## config.mk

```make
export PLATFORM = sky130hd
export DESIGN_NAME = fwd_hazard_unit_p
export DESIGN_NICKNAME = d
export VERILOG_FILES = /design/src/rtl/fwd_hazard_unit_p.sv
export SDC_FILE = /design/constraint.sdc
export NUM_CORES = 1
export LEC_CHECK = 0
export CORE_MARGIN = 2
export CORE_UTILIZATION = 27
export CTS_CLUSTER_SIZE = 30
export DETAILED_ROUTE_END_ITERATION = 8
export PLACE_DENSITY = 0.49
export SLEW_MARGIN = 10
export SYNTH_ARGS = -nofsm -noshare
export SYNTH_HDL_FRONTEND = slang
export SYNTH_SLANG_ARGS = --single-unit
```

## constraint.sdc

```tcl
create_clock -name clk -period 2.9 [get_ports clk]
set_input_delay 0.58 -clock clk [delete_from_list [all_inputs] [get_ports clk]]
set_output_delay 0.58 -clock clk [all_outputs]
set_load 0.05 [all_outputs]
```

## src/rtl/fwd_hazard_unit_p.sv

```systemverilog
// Forwarding and load-use hazard unit with an internal shadow pipeline
// of destination/write/load tags from EX downstream.
module fwd_hazard_unit_p #(
   parameter int REG_AW    = 5,
   parameter int FWD_DEPTH = 2,
   parameter int LOAD_LAT  = 1,
   parameter int FSW       = $clog2(FWD_DEPTH + 1)
) (
   input  logic              clk,
   input  logic              rst_n,
   input  logic              id_valid,
   input  logic [REG_AW-1:0] id_rs,
   input  logic [REG_AW-1:0] id_rt,
   input  logic              id_use_rs,
   input  logic              id_use_rt,
   input  logic [REG_AW-1:0] id_dest,
   input  logic              id_wen,
   input  logic              id_load,
   input  logic              flush,
   input  logic              clr_cnt,
   output logic [FSW-1:0]    fwd_a,
   output logic [FSW-1:0]    fwd_b,
   output logic              stall,
   output logic [15:0]       stall_cnt
);

   if (1 + LOAD_LAT > FWD_DEPTH) begin : gBadCfg
      $error("fwd_hazard_unit_p: LOAD_LAT too large for FWD_DEPTH");
   end

   typedef struct packed {
      logic              v;
      logic              wen;
      logic              load;
      logic [REG_AW-1:0] dest;
   } ent_t;

   ent_t              e [FWD_DEPTH+1];
   logic              useRs;
   logic              useRt;
   logic [REG_AW-1:0] rs;
   logic [REG_AW-1:0] rt;
   logic [15:0]       cnt;
   logic              hazA;
   logic              hazB;
   logic              seenA;
   logic              seenB;

   function automatic logic isMatch(ent_t x, logic [REG_AW-1:0] r);
      return x.v && x.wen && (x.dest == r) && (r != '0);
   endfunction

   function automatic logic isReady(int k, logic ld);
      return (k >= 1) && (!ld || k >= 1 + LOAD_LAT);
   endfunction

   // Downstream entries always advance; only e[0] sees stall/flush.
   always_ff @(posedge clk or negedge rst_n) begin
      if (!rst_n) begin
         for (int k = 0; k <= FWD_DEPTH; k++) e[k] <= '0;
         useRs <= 1'b0;
         useRt <= 1'b0;
         rs    <= '0;
         rt    <= '0;
      end else begin
         for (int k = 1; k <= FWD_DEPTH; k++) e[k] <= e[k-1];
         if (id_valid && !stall && !flush) begin
            e[0]  <= '{v: 1'b1, wen: id_wen, load: id_load, dest: id_dest};
            useRs <= id_use_rs;
            useRt <= id_use_rt;
            rs    <= id_rs;
            rt    <= id_rt;
         end else begin
            e[0]  <= '0;
            useRs <= 1'b0;
            useRt <= 1'b0;
         end
      end
   end

   // Descending scan so the youngest matching producer is the last write.
   always_comb begin
      fwd_a = '0;
      fwd_b = '0;
      for (int k = FWD_DEPTH; k >= 1; k--) begin
         if (useRs && isMatch(e[k], rs)) fwd_a = FSW'(k);
         if (useRt && isMatch(e[k], rt)) fwd_b = FSW'(k);
      end
   end

   always_comb begin
      hazA  = 1'b0;
      hazB  = 1'b0;
      seenA = 1'b0;
      seenB = 1'b0;
      for (int j = 0; j < FWD_DEPTH; j++) begin
         if (!seenA && isMatch(e[j], id_rs)) begin
            seenA = 1'b1;
            hazA  = !isReady(j + 1, e[j].load);
         end
         if (!seenB && isMatch(e[j], id_rt)) begin
            seenB = 1'b1;
            hazB  = !isReady(j + 1, e[j].load);
         end
      end
   end

   assign stall = id_valid && !flush &&
                  ((id_use_rs && hazA) || (id_use_rt && hazB));

   always_ff @(posedge clk or negedge rst_n) begin
      if (!rst_n) begin
         cnt <= '0;
      end else if (clr_cnt) begin
         cnt <= '0;
      end else if (stall && cnt != 16'hFFFF) begin
         cnt <= cnt + 16'd1;
      end
   end

   assign stall_cnt = cnt;

endmodule

```

==> summary.md <==
| Metric | Value |
|---|---|
| Status | finished, final reports clean |
| Achievable frequency | 360 MHz |
| Final setup violating endpoints | 0 |
| HPWL Detailed | around 4100 µm |
| Fin area | 3150 µm² |
| PwrDens | 456 nW/µm² |
| Post-Syn Area | approximately 2300 µm² |
| Most common cell after layout, fill and taps aside | dfrtp_1 |
| Clock Tree Buf Depth | 2 |
| Worst hold slack | 0.296 ns |
| Post-Route Skew | 0.0109 ns |
| Drt pass-1 iters | 4 |
| RSZ-0062 raised after global routing | no |
| Register-to-register setup slack | 0.39 ns |
| Worst hold path type | primary input to asynchronous set/reset pin |
| Slew headroom | a little under three fifths |
| Ports | 45 |
| Worst EP required | 2.32 ns |
| Via Count | 1746 |
| Most frequent cells in the layout | dfrtp_1 (50), clkdlybuf4s50_1 (35), xor2_1 (18), o21ai_0 (17), a21oi_1 (14) |
| Grt ovf | 0 |
| Largest net degree at the start of global routing | 29 |
| Mean area per synthesized cell | approximately 11 µm² |
| Peak VDD IR | 0.166 mV |
| Post-CTS setup buffers | 0 |
| Synth Register Bits | 50 |
| R2r worst-path depth | 8 |
| CP Capture Type | output port |
| Drt total wl | roughly 5500 µm |
| Register area | 1250 µm² |
| # rows | 33 |
| All-layer global routing usage | 12.1% |
| Arrival @ worst endpoint | 2.20 ns |
| Final period util | between 90% and 100% |
| Die ar. | 9370 µm² |
| Residual DRC count | 0 |
| Initial antenna violation count | 0 |
| Pins Over Slew Limit | 0 |
| Synth Instances | 211 |
| Largest fanout on the critical path | 4 |
| Final setup margin | 0.125 ns |
| Endpoints failing hold | 0 |
| Fin crit period | around 2.8 ns |
| H-Tree Depth | 2 |
| Share of layout cells above drive strength 1 | ~16% |
| Starting Density | between 20 and 30% |
| ANT cells | 0 |
| Clk sinks | 50 |
| Syn Nets | 236 |
| Fillers | 834 |
| Capture point of the worst reg-to-reg path | stall_cnt[3] |
| Sequential cell area fraction in the yosys report | 53.8% |
| Yosys warnings | 0 |
| DRT iter0 DRCs | 24 |
| Reg2reg start | e[18] |
| Leak | 1.32 nW |
| Footprint of the multi-input gates | 1050 µm² |
| Post-DP Area | between 3000 and 4000 µm² |
| Die height | 96.8 µm |
| Nets | 293 |
| Critical path class | register to output port |
| Root Buffer | clkbuf_8 |
| Layout area overhead | 35.3% |
| Avg Vias per Cell | 4.67 |
| Final Util | between 30 and 40% |
| First-pass GRT wire length | about 9400 µm |
| Power consumption | 1.44 mW |
| Worst slew pin tran | 0.659 ns |
| Unique cell type count in the Yosys netlist | 32 |
| Pre-CTS setup slack | -0.182 ns |
| RePlAce Congestion | 0.731 |
| TritonCTS clock tree | done |
| PortBufs | 44 |
| Crit start category | register |
| Worst skew pair latency | 0.30 ns |
| Max-Cap Viols | 0 |
| CTS Buf Count | 5 |
| Vias in the first global route | 1857 |
| Clock slew at reported path FFs | 0.10 ns |
| Die X | 96.8 µm |
| Drt wl/cell | 14.6 µm |
| Detail Route Antenna Nets | 0 |
| Core Area | 8300 µm² |
==> logic make-up after synthesis <==
group,after synthesis,share of synthesized area (%)
compound gates,36,8.34
mux,11,5.27
fa+ha+maj,1,0.538
xor+xnor,28,10.5
simple gates,75,19.5
buf+inv,10,1.99
flops,50,53.8
==> sequential cells by signal, summed over array words and instances, names as in the netlist <==
signal     count
e             22
stall_cnt     16
rs             5
rt             5
useRs          1
useRt          1
==> what timing repair did <==
action / 4_1_cts / 5_1_grt
endpoints found under the setup margin: 3 / 1
pin swaps: 1 / 2
gates resized for setup: 3 / 4
hold buffers: 0 / 0
==> through the flow <==
stage	setup TNS, ns	instances
after floorplan	-0.152	211
after global routing	0	374
after global placement	-1.64	366
after CTS	-0.124	374
final	0	374
after detailed placement	-1.93	366
==> cells in the mapped netlist <==
master     count  area share, %
xor2_1        18            6.8
dfrtp_1       50             54
xnor2_1       10            3.8
o21ai_2        1           0.38
nand2b_1       3           0.81
nor4b_1        1           0.38
clkbuf_1       4           0.65
nor3_1         3           0.65
nand3_1       13            2.8
a31oi_1        1           0.27
mux2i_1        1           0.43
buf_2          1           0.22
ha_1           1           0.54
inv_1          3           0.48
or3_1         13            3.5
or4_4          1           0.48
o2111ai_1      1           0.38
and3_1         4            1.1
a21oi_1       14            3.0
o31ai_1        2           0.65
nand4_1        4            1.1
and4b_1        1           0.43
and2_1         9            2.4
nand2_1        4           0.65
o21ai_0       17            3.7
mux2_2        10            4.8
nor4b_4        1            1.0
buf_6          1           0.48
nor2_1         8            1.3
or4_1          4            1.3
buf_1          1           0.16
nor4_1         6            1.6
==> layer usage <==
layer | share of wire (%) | routed length (µm) | global-route usage (%)
met1 | 47 | 2580 | 15.8
met5 | 0 | 0 | 0
met3 | 3.9 | 211 | 3.03
met2 | 48 | 2650 | 20.6
met4 | 0.68 | 37 | 2.60
==> cell type report <==
cell class	instances	share of cell area (%)
sequential	50	39.8
timing repair buffer	57	18.5
multi-input combinational	151	33.5
clock inverter	3	1.51
clock buffer	5	2.19
tap	105	4.18
inverter	3	0.358
==> worst max path at each step <==
stage | from | cells after the start | slack, ns | end
after floorplan | rs[1] | 4 | -0.15 | fwd_a[1]
after global placement | id_rt[2] | 7 | -0.19 | stall
after detailed placement | id_rt[2] | 7 | -0.18 | stall
after CTS | id_rt[2] | 7 | -0.12 | stall
after global routing | e[18] | 6 | 0.02 | stall
final | e[18] | 6 | 0.12 | stall
==> critical path, stage by stage, from the launching register on <==
cell and delay (ns):
dfrtp_1 0.44, xor2_1 0.18, or4_4 0.55, nor4b_4 0.31
nor2_2 0.08, nor2_2 0.18, buf_12 0.16
==> report_power, final <==
| part | internal, mW | total [mW] | switching (mW) | leakage [nW] |
|---|---|---|---|---|
| sequential | 0.731 | 0.770 | 0.0399 | 0.662 |
| combinational | 0.0908 | 0.157 | 0.0667 | 0.600 |
| clock | 0.262 | 0.508 | 0.246 | 0.0587 |
| total | 1.08 | 1.44 | 0.352 | 1.32 |
Note: power is estimated with default switching activity, not from simulation.
